**src/rtl/uart_rx_if.sv**
```systemverilog
// Host-side bus of the serial receiver: serial line in, frame config,
// host acknowledge, and the received byte with its status flags.
interface uart_rx_if;
  // Handshake: RX_VALID is a one-cycle strobe with no back-pressure; the byte
  // and flags it qualifies stay held afterwards. The host acknowledges a
  // delivered frame by pulsing UART_READ, which clears IRQ_Rx and OVERRUN.
  logic       DATA_IN_Rx;
  logic       UART_BITS;
  logic       UART_PARITY;
  logic       UART_PARITY_ODD;
  logic       UART_READ;
  logic [7:0] DATA_OUT_Rx;
  logic       RX_VALID;
  logic       IRQ_Rx;
  logic       PARITY_ERR;
  logic       FRAME_ERR;
  logic       OVERRUN;

  modport master (
    output DATA_IN_Rx, UART_BITS, UART_PARITY, UART_PARITY_ODD, UART_READ,
    input  DATA_OUT_Rx, RX_VALID, IRQ_Rx, PARITY_ERR, FRAME_ERR, OVERRUN
  );

  modport slave (
    input  DATA_IN_Rx, UART_BITS, UART_PARITY, UART_PARITY_ODD, UART_READ,
    output DATA_OUT_Rx, RX_VALID, IRQ_Rx, PARITY_ERR, FRAME_ERR, OVERRUN
  );
endinterface

```
**src/rtl/uart_rx.sv**
```systemverilog
// Oversampling UART receiver: start bit, 7/8 data bits LSB-first, optional
// parity, one stop bit. Each bit is sampled at mid-bit after a two-flop
// synchronizer; completed frames raise a one-cycle strobe and a sticky IRQ.
module uart_rx #(
  parameter int CLKS_PER_BIT = 16,
  parameter int CNT_W        = 8
) (
  input  logic       clk,
  input  logic       RST,
  uart_rx_if.slave   bus,
  output logic [2:0] dbg_state
);

  localparam logic [2:0] S_IDLE      = 3'd0;
  localparam logic [2:0] S_START     = 3'd1;
  localparam logic [2:0] S_DATA      = 3'd2;
  localparam logic [2:0] S_PARITY    = 3'd3;
  localparam logic [2:0] S_STOP      = 3'd4;
  localparam logic [2:0] S_WAIT_IDLE = 3'd5;

  // Half period lands the first sample mid start bit; full periods thereafter.
  localparam logic [CNT_W-1:0] HALF_M1 = CNT_W'(CLKS_PER_BIT / 2 - 1);
  localparam logic [CNT_W-1:0] FULL_M1 = CNT_W'(CLKS_PER_BIT - 1);

  logic             rx_m;
  logic             rx_s;
  logic             rx_prev;
  logic [2:0]       state;
  logic [CNT_W-1:0] cnt;
  logic [2:0]       bit_idx;
  logic [7:0]       shreg;
  logic             cfg_bits8;
  logic             cfg_par;
  logic             cfg_odd;
  logic             par_acc;
  logic             par_bad;
  logic             tick;
  logic             fall;
  logic             done;
  logic [2:0]       last_idx;

  logic [7:0]       data_q;
  logic             valid_q;
  logic             irq_q;
  logic             perr_q;
  logic             ferr_q;
  logic             ovr_q;

  assign tick     = (cnt == '0);
  assign fall     = ~rx_s & rx_prev;
  assign done     = (state == S_STOP) & tick;
  assign last_idx = cfg_bits8 ? 3'd7 : 3'd6;

  // Two-flop synchronizer plus one delayed copy for falling-edge detection
  always_ff @(posedge clk) begin
    if (RST) begin
      rx_m    <= 1'b1;
      rx_s    <= 1'b1;
      rx_prev <= 1'b1;
    end else begin
      rx_m    <= bus.DATA_IN_Rx;
      rx_s    <= rx_m;
      rx_prev <= rx_s;
    end
  end

  // Frame FSM: bit-period counter, shift register and parity accumulation
  always_ff @(posedge clk) begin
    if (RST) begin
      state     <= S_IDLE;
      cnt       <= '0;
      bit_idx   <= 3'd0;
      shreg     <= 8'h00;
      cfg_bits8 <= 1'b0;
      cfg_par   <= 1'b0;
      cfg_odd   <= 1'b0;
      par_acc   <= 1'b0;
      par_bad   <= 1'b0;
    end else begin
      case (state)
        S_IDLE: begin
          if (fall) begin
            state     <= S_START;
            cnt       <= HALF_M1;
            bit_idx   <= 3'd0;
            shreg     <= 8'h00;
            par_acc   <= 1'b0;
            par_bad   <= 1'b0;
            cfg_bits8 <= bus.UART_BITS;
            cfg_par   <= bus.UART_PARITY;
            cfg_odd   <= bus.UART_PARITY_ODD;
          end
        end
        S_START: begin
          if (!tick) begin
            cnt <= cnt - CNT_W'(1);
          end else if (rx_s) begin
            // Line went back high by mid start bit: treat as a glitch
            state <= S_IDLE;
          end else begin
            state <= S_DATA;
            cnt   <= FULL_M1;
          end
        end
        S_DATA: begin
          if (!tick) begin
            cnt <= cnt - CNT_W'(1);
          end else begin
            shreg[bit_idx] <= rx_s;
            par_acc        <= par_acc ^ rx_s;
            cnt            <= FULL_M1;
            if (bit_idx == last_idx) begin
              state <= cfg_par ? S_PARITY : S_STOP;
            end else begin
              bit_idx <= bit_idx + 3'd1;
            end
          end
        end
        S_PARITY: begin
          if (!tick) begin
            cnt <= cnt - CNT_W'(1);
          end else begin
            par_bad <= (par_acc ^ rx_s) != cfg_odd;
            state   <= S_STOP;
            cnt     <= FULL_M1;
          end
        end
        S_STOP: begin
          if (!tick) begin
            cnt <= cnt - CNT_W'(1);
          end else begin
            state <= rx_s ? S_IDLE : S_WAIT_IDLE;
          end
        end
        S_WAIT_IDLE: begin
          if (rx_s) begin
            state <= S_IDLE;
          end
        end
        default: begin
          state <= S_IDLE;
          cnt   <= '0;
        end
      endcase
    end
  end

  // Completion outputs, sticky interrupt and overrun tracking
  always_ff @(posedge clk) begin
    if (RST) begin
      data_q  <= 8'h00;
      valid_q <= 1'b0;
      irq_q   <= 1'b0;
      perr_q  <= 1'b0;
      ferr_q  <= 1'b0;
      ovr_q   <= 1'b0;
    end else begin
      valid_q <= done;
      if (done) begin
        data_q <= shreg;
        perr_q <= cfg_par & par_bad;
        ferr_q <= ~rx_s;
      end
      // A completion in the same cycle as a read keeps the interrupt set
      if (done) begin
        irq_q <= 1'b1;
      end else if (bus.UART_READ) begin
        irq_q <= 1'b0;
      end
      if (done && irq_q && !bus.UART_READ) begin
        ovr_q <= 1'b1;
      end else if (bus.UART_READ) begin
        ovr_q <= 1'b0;
      end
    end
  end

  assign bus.DATA_OUT_Rx = data_q;
  assign bus.RX_VALID    = valid_q;
  assign bus.IRQ_Rx      = irq_q;
  assign bus.PARITY_ERR  = perr_q;
  assign bus.FRAME_ERR   = ferr_q;
  assign bus.OVERRUN     = ovr_q;
  assign dbg_state       = state;

endmodule

```
**src/flat_wrapper.sv**
```systemverilog
// flat-port wrapper written by rule: the top's interface ports become plain ports
module uart_rx_flat 
#(
  parameter int CLKS_PER_BIT = 16,
  parameter int CNT_W        = 8
)
  (clk, RST, dbg_state, bus_DATA_IN_Rx, bus_UART_BITS, bus_UART_PARITY, bus_UART_PARITY_ODD, bus_UART_READ, bus_DATA_OUT_Rx, bus_RX_VALID, bus_IRQ_Rx, bus_PARITY_ERR, bus_FRAME_ERR, bus_OVERRUN);
  uart_rx_if bus_i ();
  input  logic clk;
  input  logic RST;
  output logic [2:0] dbg_state;
  input wire logic [$bits(bus_i.DATA_IN_Rx)-1:0] bus_DATA_IN_Rx;
  input wire logic [$bits(bus_i.UART_BITS)-1:0] bus_UART_BITS;
  input wire logic [$bits(bus_i.UART_PARITY)-1:0] bus_UART_PARITY;
  input wire logic [$bits(bus_i.UART_PARITY_ODD)-1:0] bus_UART_PARITY_ODD;
  input wire logic [$bits(bus_i.UART_READ)-1:0] bus_UART_READ;
  output wire logic [$bits(bus_i.DATA_OUT_Rx)-1:0] bus_DATA_OUT_Rx;
  output wire logic [$bits(bus_i.RX_VALID)-1:0] bus_RX_VALID;
  output wire logic [$bits(bus_i.IRQ_Rx)-1:0] bus_IRQ_Rx;
  output wire logic [$bits(bus_i.PARITY_ERR)-1:0] bus_PARITY_ERR;
  output wire logic [$bits(bus_i.FRAME_ERR)-1:0] bus_FRAME_ERR;
  output wire logic [$bits(bus_i.OVERRUN)-1:0] bus_OVERRUN;
  assign bus_i.DATA_IN_Rx = bus_DATA_IN_Rx;
  assign bus_i.UART_BITS = bus_UART_BITS;
  assign bus_i.UART_PARITY = bus_UART_PARITY;
  assign bus_i.UART_PARITY_ODD = bus_UART_PARITY_ODD;
  assign bus_i.UART_READ = bus_UART_READ;
  assign bus_DATA_OUT_Rx = bus_i.DATA_OUT_Rx;
  assign bus_RX_VALID = bus_i.RX_VALID;
  assign bus_IRQ_Rx = bus_i.IRQ_Rx;
  assign bus_PARITY_ERR = bus_i.PARITY_ERR;
  assign bus_FRAME_ERR = bus_i.FRAME_ERR;
  assign bus_OVERRUN = bus_i.OVERRUN;
  uart_rx #(.CLKS_PER_BIT(CLKS_PER_BIT), .CNT_W(CNT_W)) u_core (.clk(clk), .RST(RST), .bus(bus_i), .dbg_state(dbg_state));
endmodule
```
**config.mk**
```make
export PLATFORM = sky130hd
export DESIGN_NAME = uart_rx_flat
export DESIGN_NICKNAME = d
export VERILOG_FILES = /design/src/rtl/uart_rx_if.sv /design/src/rtl/uart_rx.sv /design/src/flat_wrapper.sv
export SDC_FILE = /design/constraint.sdc
export NUM_CORES = 1
export LEC_CHECK = 0
export ABC_AREA = 1
export CORE_ASPECT_RATIO = 0.5
export CORE_UTILIZATION = 56
export DETAILED_ROUTE_END_ITERATION = 7
export PLACE_DENSITY_LB_ADDON = 0.3
export SLEW_MARGIN = 20
export SYNTH_ARGS = -nofsm -noshare
export SYNTH_HDL_FRONTEND = slang
export SYNTH_SLANG_ARGS = --single-unit
```
**constraint.sdc**
```tcl
create_clock -name clk -period 2.26 [get_ports clk]
set_clock_uncertainty 0.05 [all_clocks]
set_input_delay 0.226 -clock clk [delete_from_list [all_inputs] [get_ports clk]]
set_output_delay 0.226 -clock clk [all_outputs]
set_load 0.1 [all_outputs]
```
==> results.py <==
metrics = {
    "global_route": {
        "grt_pass1_wl_um": 8000,
        "grt_pass1_vias": 1811,
        "antenna_found_initial": 0,
        "grt_max_degree": 26,
        "grt_overflow_total": 0,
        "grt.total_usage": 0.248,
    },
    "clocking": {
        "numCtsBuffers": 5,
        "cts_root_buf": "clkbuf_8",
        "cts_tree": "yes",
        "cts-hold-fix-buffers": 0,
        "clock-sinks": 43,
        "h-tree-depth": 2,
        "clock_latency_ps": 300,
        "cts.clk_slew.worst_paths_ps": 90,
        "cts.repair.resized": 0,
        "post_cts_buffers": 0,
        "cts.path.max_buffers": 2,
    },
    "routing": {
        "wirelength_um": 4890,
        "vias_per_cell": 5.52,
        "antenna_left": 0,
        "vias": 2064,
        "drt_iter0_markers": 97,
        "wire_per_inst_um": 13.1,
        "drc_errors": 0,
        "dr.pass1.iters": 4,
    },
    "floorplan": {
        "fp.dieH_um": 46.3,
        "design.core.area_um2": 3580,
        "rows": 15,
        "die_w_um": 90.7,
        "num_io_pins": 23,
        "die_area_um2": 4200,
        "start_util": 0.614,
    },
    "sta": {
        "whs_ps": 369,
        "worst_slew_pin_slew_ps": 728,
        "finalCriticalPeriod_ps": 1830,
        "hold_viol": 0,
        "relSlewSlack": 0.514,
        "finalSetupViolCount": 0,
        "period_share": 0.808,
        "fin_tns_setup_ps": 0,
        "max_freq_mhz": 548,
        "rsz0062_at_grt": "false",
        "slew_viol_final": 0,
    },
    "power_and_ir_drop": {
        "power_per_cell_area_nw_per_um2": 1540,
        "p_leak_nw": 1.06,
        "irDropWorstVdd_uv": 585,
    },
    "layout": {
        "diodes": 0,
        "layout-drive-gt1-share": 0.186,
        "nFillCells": 301,
        "area_growth_pct": 14.3,
        "final_nets": 331,
    },
    "yosys": {
        "synth-seq-cells": 43,
        "avgSynthCellArea_um2": 7.31,
        "async_flop_share": 0,
        "netlist_area_um2": 2200,
        "syn_inst": 301,
        "netlist-cell-type-count": 31,
        "yosys_warnings": 0,
        "synth_top_flop_cell": "dfxtp_1",
        "ys_seq_area_frac": 0.391,
        "synth_nets": 310,
        "synth_edf_count": 0,
    },
    "min_path": {
        "hold_end": "u_core.rx_s",
        "hold_class": "reg -> reg",
        "hold_depth": 1,
        "hp-start": "u_core.rx_m",
    },
    "flow_run": {
        "drv_cap": 0,
    },
    "worst_setup_path": {
        "cp-start-kind": "flop",
        "critPathMaxFanout": 16,
        "crit_buf_inv": 1,
        "path_delay_family": "simple AND/OR/NAND/NOR gates",
        "crit_slowest_cell": "dfxtp_1",
        "worst-setup-path-type": "reg -> reg",
        "worstPathArrival_ps": 1970,
        "critical-path-max-stage-delay_ps": 340,
        "rr_startpoint": "u_core.cnt[0]",
        "cp_data_required_time_ps": 2410,
        "r2r-end": "u_core.cnt[1]",
        "path_cells": "inv_1 -> ha_1 -> nand3_2 -> nor2_8 -> nand2_4 -> nand2_2 -> nor2_4 -> o21ai_0 -> nor2_1",
        "cp-end-kind": "flop",
        "r2r_cells": 9,
        "regToRegSetupSlack_ps": 430,
    },
    "placement": {
        "portBuffers": 22,
        "dpl.hpwl_um": 3490,
        "gp_congestion": 0.887,
    },
    "status": {
        "outcome": "finished, final reports clean",
    },
}
## worst reg2reg max path: cells and delay by family (launching register included)
family	cells	cell delay, ps
compound gates	1	150
fa+ha+maj	1	260
buf+inv	1	90
flops	1	340
simple gates	6	830
## per-layer routing
layer / vias up / track usage / wire length, um
li1: 1045 / - / -
met5: - / 0 / 0
met2: 75 / 0.417 / 2280
met4: 0 / 0.135 / 106
met1: 932 / 0.301 / 2170
met3: 12 / 0.0693 / 340
## synthesized netlist by cell type, types with 3 or more instances
cell type	count	area, um2
nor2_1	49	184
dfxtp_1	43	861
nand2_1	40	150
nand3_1	29	145
inv_1	21	78.8
a21oi_1	20	100
o21ai_0	20	100
nand4_1	13	81.3
inv_2	9	33.8
o211ai_1	8	60.1
nand2_2	5	31.3
nand3_2	5	50.1
nor2_2	5	31.3
clkbuf_1	4	15.0
buf_2	3	15.0
nand3b_1	3	22.5
o21ai_1	3	15.0
or2_2	3	18.8
## cells in the final DEF (no fill, tap or decap), drive strengths merged
cell type      instances
ha                     2
buf                   17
clkdlybuf4s50          6
nand4                 13
o21a                   1
xnor2                  2
xor2                   2
bufinv                 1
nand3b                 3
inv                   32
or2                    3
nand2                 47
clkinv                 1
clkbuf                 5
o21ai                 23
o21bai                 1
a21oi                 21
clkinvlp               1
nor2                  57
dfxtp                 43
nand3                 34
o211ai                 8
## cell families (layout without fill, tap and decap cells)
kind of cell | count (synthesis) | in the layout | share of synthesized area
AOI/OAI and AO/OA | 54 | 54 | 0.139
and+or+nand+nor | 157 | 157 | 0.362
xor gates and xnor gates | 4 | 4 | 0.0159
buffers and inverters | 41 | 63 | 0.0802
DFF | 43 | 43 | 0.391
adders and majority gates | 2 | 2 | 0.0114
## sequential cells by signal, summed over array words and instances (netlist names), 3 cells and up
name and cells:
u_core.bus.DATA_OUT_Rx 8, u_core.cnt 8, u_core.shreg 8, u_core.bit_idx 3, u_core.dbg_state 3
## final cells by class
class | instances | area (um2) | area share
flip-flops and latches | 43 | 861 | 0.342
well taps | 51 | 63.8 | 0.0254
clock buffers | 5 | 68.8 | 0.0274
inverters | 32 | 124 | 0.0493
multi-input cells | 217 | 1160 | 0.463
clock inverters | 3 | 46.3 | 0.0184
repair buffers | 23 | 188 | 0.0746
## metrics by stage
stage | std cells | worst slack, ps | total power, W | util | area, um2
floorplan | 301 | 128 | 0.00286 | - | 2200
global placement | 366 | 555 | 0.00321 | 0.669 | 2400
detailed placement | 366 | 470 | 0.00326 | 0.669 | 2400
CTS | 374 | 441 | 0.00388 | 0.702 | 2510
global route | 374 | 291 | 0.00416 | 0.702 | 2510
finish | 374 | 434 | 0.00388 | 0.702 | 2510
## how the worst max path moves through the flow
stage / start / to / slack (ps) / cells after the start
CTS: u_core.cnt[0] / u_core.cnt[2] / 440 / 9
global placement: u_core.cnt[0] / u_core.cnt[1] / 560 / 9
finish: u_core.cnt[0] / u_core.cnt[1] / 430 / 9
floorplan: u_core.dbg_state[2] / u_core.dbg_state[1] / 130 / 8
detailed placement: u_core.cnt[0] / u_core.cnt[2] / 470 / 9
global route: u_core.cnt[0] / u_core.cnt[3] / 290 / 9
## power by group
| part | switching, W | internal, W |
|---|---|---|
| sequential | 0.000158 | 0.000902 |
| clock | 0.000279 | 0.000333 |
| combinational | 0.00158 | 0.000632 |
| total | 0.00202 | 0.00187 |
Note: power is estimated with default switching activity, not from simulation.
